<file path="src/rtl/dct2_pkg.sv">
// Shared constants and types for the dct2_1d_pipe 4/8-point integer DCT-II pipeline.
package dct2_pkg;

    localparam int DEFAULT_IW = 19;

    // HEVC-style integer DCT basis coefficients
    localparam int C64 = 64;
    localparam int C83 = 83;
    localparam int C36 = 36;
    localparam int C89 = 89;
    localparam int C75 = 75;
    localparam int C50 = 50;
    localparam int C18 = 18;

    typedef logic size_t;  // 1 = 8-point vector, 0 = 4-point vector

endpackage

</file>
<file path="src/rtl/dct2_1d_pipe_sau_8o.sv">
// sau_8o: shift-add products 89x, 75x, 50x and 18x of one odd-part input.
module sau_8o
    import dct2_pkg::*;
#(
    parameter int W = DEFAULT_IW + 10
) (
    input  logic signed [W-1:0] x,
    output logic signed [W-1:0] p89,
    output logic signed [W-1:0] p75,
    output logic signed [W-1:0] p50,
    output logic signed [W-1:0] p18
);

    assign p89 = (x <<< 6) + (x <<< 4) + (x <<< 3) + x;
    assign p75 = (x <<< 6) + (x <<< 3) + (x <<< 1) + x;
    assign p50 = (x <<< 5) + (x <<< 4) + (x <<< 1);
    assign p18 = (x <<< 4) + (x <<< 1);

endmodule

</file>
<file path="src/rtl/dct2_1d_pipe.sv">
// dct2_1d_pipe: 3-stage 4/8-point 1-D integer DCT-II with valid/ready flow control.
// Optional macro DCT2_ROUND_SHIFT_EN adds a rounding right shift by SHIFT on the outputs.
module dct2_1d_pipe
    import dct2_pkg::*;
#(
    parameter int IW    = DEFAULT_IW,
    parameter int OW    = IW + 10,
    parameter int SHIFT = 2
) (
    input  logic                 clk,
    input  logic                 rst_n,
    input  logic                 in_valid,
    output logic                 in_ready,
    input  logic                 in_size8,
    input  logic signed [IW-1:0] in_x [8],
    output logic                 out_valid,
    input  logic                 out_ready,
    output logic                 out_size8,
    output logic signed [OW-1:0] out_y [8]
);

    generate
        if (OW < IW + 10) begin : g_ow_chk
            $error("dct2_1d_pipe: OW must be at least IW+10");
        end
`ifdef DCT2_ROUND_SHIFT_EN
        if (SHIFT < 1) begin : g_shift_chk
            $error("dct2_1d_pipe: SHIFT must be at least 1");
        end
`endif
    endgenerate

    function automatic logic signed [OW-1:0] mul83(input logic signed [OW-1:0] v);
        return (v <<< 6) + (v <<< 4) + (v <<< 1) + v;
    endfunction

    function automatic logic signed [OW-1:0] mul36(input logic signed [OW-1:0] v);
        return (v <<< 5) + (v <<< 2);
    endfunction

    logic                 advance;
    logic signed [OW-1:0] xs     [8];
    logic signed [OW-1:0] e_in   [4];
    logic signed [OW-1:0] o_in   [4];

    logic                 s1_valid_q, s1_valid_d;
    size_t                s1_size_q,  s1_size_d;
    logic signed [OW-1:0] e_q [4], e_d [4];
    logic signed [OW-1:0] o_q [4], o_d [4];

    logic signed [OW-1:0] a0, a1, b0, b1;
    logic signed [OW-1:0] ev_in   [6];
    logic signed [OW-1:0] od_prod [16];
    logic                 s2_valid_q, s2_valid_d;
    size_t                s2_size_q,  s2_size_d;
    logic signed [OW-1:0] ev_q [6],  ev_d [6];
    logic signed [OW-1:0] od_q [16], od_d [16];

    logic signed [OW-1:0] y_raw [8];
    logic signed [OW-1:0] y_fin [8];
    logic                 s3_valid_q, s3_valid_d;
    size_t                s3_size_q,  s3_size_d;
    logic signed [OW-1:0] y_q [8], y_d [8];

    assign advance   = !s3_valid_q || out_ready;
    assign in_ready  = advance;
    assign out_valid = s3_valid_q;
    assign out_size8 = s3_size_q;
    assign out_y     = y_q;

    // S1 input: butterflies; in 4-point mode only lanes 0..1 carry data
    genvar gi;
    generate
        for (gi = 0; gi < 8; gi++) begin : g_sext
            assign xs[gi] = {{(OW-IW){in_x[gi][IW-1]}}, in_x[gi]};
        end
        for (gi = 0; gi < 4; gi++) begin : g_s1
            if (gi < 2) begin : g_lo
                assign e_in[gi] = in_size8 ? xs[gi] + xs[7-gi] : xs[gi] + xs[3-gi];
                assign o_in[gi] = in_size8 ? xs[gi] - xs[7-gi] : xs[gi] - xs[3-gi];
            end else begin : g_hi
                assign e_in[gi] = in_size8 ? xs[gi] + xs[7-gi] : '0;
                assign o_in[gi] = in_size8 ? xs[gi] - xs[7-gi] : '0;
            end
        end
    endgenerate

    // The 4-point even/odd parts reuse the 8-point even-even/even-odd datapath
    assign a0 = s1_size_q ? e_q[0] + e_q[3] : e_q[0];
    assign a1 = s1_size_q ? e_q[1] + e_q[2] : e_q[1];
    assign b0 = s1_size_q ? e_q[0] - e_q[3] : o_q[0];
    assign b1 = s1_size_q ? e_q[1] - e_q[2] : o_q[1];

    assign ev_in[0] = a0 <<< 6;
    assign ev_in[1] = a1 <<< 6;
    assign ev_in[2] = mul83(b0);
    assign ev_in[3] = mul36(b0);
    assign ev_in[4] = mul83(b1);
    assign ev_in[5] = mul36(b1);

    generate
        for (gi = 0; gi < 4; gi++) begin : g_sau
            sau_8o #(.W(OW)) u_sau (
                .x   (o_q[gi]),
                .p89 (od_prod[gi*4+0]),
                .p75 (od_prod[gi*4+1]),
                .p50 (od_prod[gi*4+2]),
                .p18 (od_prod[gi*4+3])
            );
        end
    endgenerate

    // od_q index = 4*i + k with k: 0=89, 1=75, 2=50, 3=18 applied to O[i]
    always_comb begin
        y_raw = '{default: '0};
        if (s2_size_q) begin
            y_raw[0] = ev_q[0] + ev_q[1];
            y_raw[4] = ev_q[0] - ev_q[1];
            y_raw[2] = ev_q[2] + ev_q[5];
            y_raw[6] = ev_q[3] - ev_q[4];
            y_raw[1] = od_q[0] + od_q[5] + od_q[10] + od_q[15];
            y_raw[3] = od_q[1] - od_q[7] - od_q[8]  - od_q[14];
            y_raw[5] = od_q[2] - od_q[4] + od_q[11] + od_q[13];
            y_raw[7] = od_q[3] - od_q[6] + od_q[9]  - od_q[12];
        end else begin
            y_raw[0] = ev_q[0] + ev_q[1];
            y_raw[1] = ev_q[2] + ev_q[5];
            y_raw[2] = ev_q[0] - ev_q[1];
            y_raw[3] = ev_q[3] - ev_q[4];
        end
    end

`ifdef DCT2_ROUND_SHIFT_EN
    localparam logic signed [OW-1:0] RND = OW'(1) << (SHIFT - 1);
    generate
        for (gi = 0; gi < 8; gi++) begin : g_rnd
            assign y_fin[gi] = (y_raw[gi] + RND) >>> SHIFT;
        end
    endgenerate
`else
    assign y_fin = y_raw;
`endif

    always_comb begin
        s1_valid_d = s1_valid_q;
        s1_size_d  = s1_size_q;
        e_d        = e_q;
        o_d        = o_q;
        s2_valid_d = s2_valid_q;
        s2_size_d  = s2_size_q;
        ev_d       = ev_q;
        od_d       = od_q;
        s3_valid_d = s3_valid_q;
        s3_size_d  = s3_size_q;
        y_d        = y_q;
        if (advance) begin
            s1_valid_d = in_valid;
            s1_size_d  = in_size8;
            e_d        = e_in;
            o_d        = o_in;
            s2_valid_d = s1_valid_q;
            s2_size_d  = s1_size_q;
            ev_d       = ev_in;
            od_d       = od_prod;
            s3_valid_d = s2_valid_q;
            s3_size_d  = s2_size_q;
            y_d        = y_fin;
        end
    end

    always_ff @(posedge clk or negedge rst_n) begin
        if (!rst_n) begin
            s1_valid_q <= 1'b0;
            s1_size_q  <= 1'b0;
            e_q        <= '{default: '0};
            o_q        <= '{default: '0};
            s2_valid_q <= 1'b0;
            s2_size_q  <= 1'b0;
            ev_q       <= '{default: '0};
            od_q       <= '{default: '0};
            s3_valid_q <= 1'b0;
            s3_size_q  <= 1'b0;
            y_q        <= '{default: '0};
        end else begin
            s1_valid_q <= s1_valid_d;
            s1_size_q  <= s1_size_d;
            e_q        <= e_d;
            o_q        <= o_d;
            s2_valid_q <= s2_valid_d;
            s2_size_q  <= s2_size_d;
            ev_q       <= ev_d;
            od_q       <= od_d;
            s3_valid_q <= s3_valid_d;
            s3_size_q  <= s3_size_d;
            y_q        <= y_d;
        end
    end

endmodule

</file>
<file path="config.mk">
export PLATFORM = sky130hd
export DESIGN_NAME = dct2_1d_pipe
export DESIGN_NICKNAME = d
export VERILOG_FILES = /design/src/rtl/dct2_pkg.sv /design/src/rtl/dct2_1d_pipe_sau_8o.sv /design/src/rtl/dct2_1d_pipe.sv
export SDC_FILE = /design/constraint.sdc
export NUM_CORES = 2
export LEC_CHECK = 0
export ABC_AREA = 1
export BUFFER_PORTS_ARGS = -buffer_cell sky130_fd_sc_hd__buf_2
export CAP_MARGIN = 20
export CORE_ASPECT_RATIO = 0.7
export CORE_MARGIN = 4
export CORE_UTILIZATION = 53
export DETAILED_ROUTE_END_ITERATION = 6
export PLACE_DENSITY = 0.73
export SETUP_SLACK_MARGIN = 0.2
export SLEW_MARGIN = 20
export SYNTH_ARGS = -nofsm -noshare
export SYNTH_HDL_FRONTEND = slang
export SYNTH_SLANG_ARGS = --single-unit
</file>
<file path="constraint.sdc">
create_clock -name clk -period 4.75 [get_ports clk]
set_input_delay 0.475 -clock clk [delete_from_list [all_inputs] [get_ports clk]]
set_output_delay 0.475 -clock clk [all_outputs]
set_load 0.03 [all_outputs]
</file>
==> results.sh <==
export IMPL_reg2reg_slack_ns=0.08
export IMPL_report_final_slew_viol_count=3
export IMPL_worstPathArrival_ns=5.28
export IMPL_final_common_cell="nand2_1"
export IMPL_cp_max_fo=4
export IMPL_drive_above_1_share_pct=16.46
export IMPL_ys_seq_area_share_pct=24.81
export IMPL_grt_pass1_vias=87750
export IMPL_synth_seq_cells=912
export IMPL_dp_hpwl_mm=349.5
export IMPL_dpl_cell_area_um2=101900
export IMPL_wire_per_inst_um=27.31
export IMPL_endpoint_kind="register"
export IMPL_viasPerCell=6.126
export IMPL_cts_tree="built"
export IMPL_clockBufferDepth=3
export IMPL_timing_fmax_mhz=214.1
export IMPL_antenna_left=0
export IMPL_timing_final_ws_setup_ns=0.07918
export IMPL_holdCritPathClass="in2reg"
export IMPL_rsz0062_at_grt="yes"
export IMPL_path_class="reg2reg"
export IMPL_first_iter_violations=13700
export IMPL_min_period_ns=4.671
export IMPL_synthesis_area_um2=91990
export IMPL_synth_edf_count=0
export IMPL_cts_root_buf="clkbuf_16"
export IMPL_finalCritPeriodShare_pct=98.33
export IMPL_cp_start_kind="register"
export IMPL_synthDistinctLibCells=73
export IMPL_routabilityCongestion=1.085
export IMPL_die_x_um=506.0
export IMPL_core_area_um2=171900
export IMPL_drcViolationCount=12
export IMPL_fin_area_um2=108400
export IMPL_vias=94690
export IMPL_path_clk_slew_ns=0.06
export IMPL_final_util_pct=63.05
export IMPL_async_reset_ff_share_pct=100.0
export IMPL_synthCells=12010
export IMPL_fp_dieH_um=356.6
export IMPL_worstMarginPinSlew_ns=1.617
export IMPL_worst_skew_pair_late_latency_ns=0.78
export IMPL_fin_skew_ns=0.03563
export IMPL_maxCapViolCount=1
export IMPL_grt_ovfl_total=0
export IMPL_io_pins=392
export IMPL_synthToLayoutAreaGrowth_pct=17.85
export IMPL_pre_cts_slack_ns=-0.1866
export IMPL_cts_sinks=912
export IMPL_die_area_um2=180400
export IMPL_dp_cells=15180
export IMPL_setup_viol=0
export IMPL_htreeDepth=3
export IMPL_grt_max_degree=208
export IMPL_wirelength_mm=422.1
export IMPL_grt_pass1_wl_mm=602.5
export IMPL_track_usage_pct=45.55
export IMPL_status="complete, but fails checks"
export IMPL_violations="design-rule violations, max-capacitance violations, max-slew violations"
export IMPL_synth_avg_cell_area_um2=7.660
export IMPL_cts_buffers=101
export IMPL_synth_flop_cell="dfrtp_1"
export IMPL_fillCellCount=15200
export IMPL_drt_first_pass_iters=7
export IMPL_port_buffers=379
export IMPL_stdcell_count=15460
export IMPL_finalHoldViolations=0
export IMPL_required_ns=5.36
export IMPL_antenna_found_initial=49
export IMPL_final_nets=14740
export IMPL_initial_core_util_pct=53.50
export IMPL_final_cell_mix="2693 x nand2_1, 1389 x inv_1, 1087 x a21oi_1"
export IMPL_max_slew_margin_pct=-8.146
export IMPL_yosys_warnings=0
export IMPL_num_rows=127
what timing repair did:
action,in CTS,in global routing
setup buffers,17,54
hold endpoints to repair,56,0
hold buffers,2,0
endpoints found under the setup margin,36,89
pin swaps,42,138
cloned,0,0
gates resized for setup,137,379
cell families after synthesis:
| logic type | count (synthesis) | synth area share, % |
|---|---|---|
| flip-flops | 912 | 24.81 |
| XOR/XNOR | 343 | 3.266 |
| buffers and inverters | 1824 | 7.607 |
| AND/OR/NAND/NOR | 4467 | 20.55 |
| adder cells (fa/ha/maj) | 1556 | 26.35 |
| other | 1 | 0.004076 |
| AO/OA/AOI/OAI | 2907 | 17.42 |
synth_stat cells, types with 11 or more instances:
cell type  count  area [µm²]
nor3_1        94       470.5
xnor2_1       97       849.6
a21boi_0      37       277.8
o21ai_1       72       360.4
inv_2         47       176.4
a21boi_1      13       97.59
o21ai_0     1124        5625
fa_1         635       12710
inv_1       1435        5386
buf_1         17       63.81
clkbuf_1     268        1006
a32o_1        18       180.2
nor2_2        18       112.6
o211ai_1      85       638.1
ha_1         921       11520
buf_4         30       225.2
nor4_1        39       244.0
o21a_1        25       187.7
nor3b_1       12       90.09
dfrtp_1      912       22820
nand2_2       80       500.5
a221oi_1      15       131.4
a21oi_1     1148        5746
nand3b_1      15       112.6
nand2_1     2764       10370
nand3_1      557        2788
or2_2        145       907.1
a211oi_1      11       82.58
o221ai_1      41       359.1
o21bai_1      49       367.9
o22ai_1       47       294.0
a21o_1        51       382.9
nand4_1       82       513.0
buf_2         21       105.1
nand2_4       12       135.1
xor2_1       246        2155
a31oi_1       61       381.6
nor2_1       604        2267
nand3_2       21       210.2
o31ai_1       51       382.9
routing by layer:
metal	track usage, %	routed length, µm	vias up	part of all wire, %
li1	-	-	41830	-
met1	66.37	177100	45850	42
met2	56.37	151700	6130	36
met3	22.89	73570	838	17
met4	16.30	18710	42	4.4
met5	3.066	1001	-	0.24
path summary, 6_finish.rpt:
path	start	to	cells past startpoint
max	e_q[0]	ev_q[103]	24
min	in_x[56]	o_q[56]	4
max reg2reg	e_q[0]	ev_q[103]	24
min reg2reg	s2_valid_q	out_valid	2
max in group asynchronous	rst_n	out_y[126]	3
min in group asynchronous	rst_n	ev_q[162]	2
state kept, by name (all words and copies together) (netlist names):
signal / count
out_size8: 1
out_y: 220
s2_size_q: 1
e_q: 79
od_q: 376
s1_size_q: 1
s1_valid_q: 1
s2_valid_q: 1
out_valid: 1
o_q: 77
ev_q: 154
cell type report:
class / instances / area [µm²] / share of cell area [%]
Sequential cell: 912 / 22850 / 21.08
Clock inverter: 54 / 790.8 / 0.7294
Antenna cell: 20 / 50.05 / 0.04617
Multi-Input combinational cell: 9287 / 64440 / 59.44
Inverter: 1485 / 5592 / 5.158
Timing Repair Buffer: 1243 / 8950 / 8.256
Tap cell: 2322 / 2905 / 2.680
Clock buffer: 134 / 2833 / 2.613
stage by stage:
step / TNS, ns / hold WS, ns
final: 0 / 0.1384
after global routing: -0.3885 / 0.1574
after CTS: 0 / 0.1034
after detailed placement: -0.9109 / 0.4353
after global placement: -0.6001 / 0.4326
after floorplan: 0 / 0.1794
critical path, cell delays in order (launching register included):
cell	delay, ns
dfrtp_2	0.43
ha_4	0.18
fa_2	0.38
inv_2	0.08
nand3_2	0.08
nand2_4	0.10
nand2_4	0.07
nand3_2	0.08
nand2_2	0.06
nand2_2	0.07
nand2_4	0.08
buf_6	0.13
fa_1	0.51
fa_1	0.63
ha_4	0.25
a21oi_4	0.17
o21ai_2	0.08
a211o_1	0.31
a31oi_1	0.15
inv_1	0.09
a21oi_2	0.13
inv_1	0.07
a21oi_2	0.15
xor2_1	0.17
o21ai_1	0.08
Power is not shown: default switching activity piles up to over one toggle a cycle in this logic, so the estimate is an artifact.
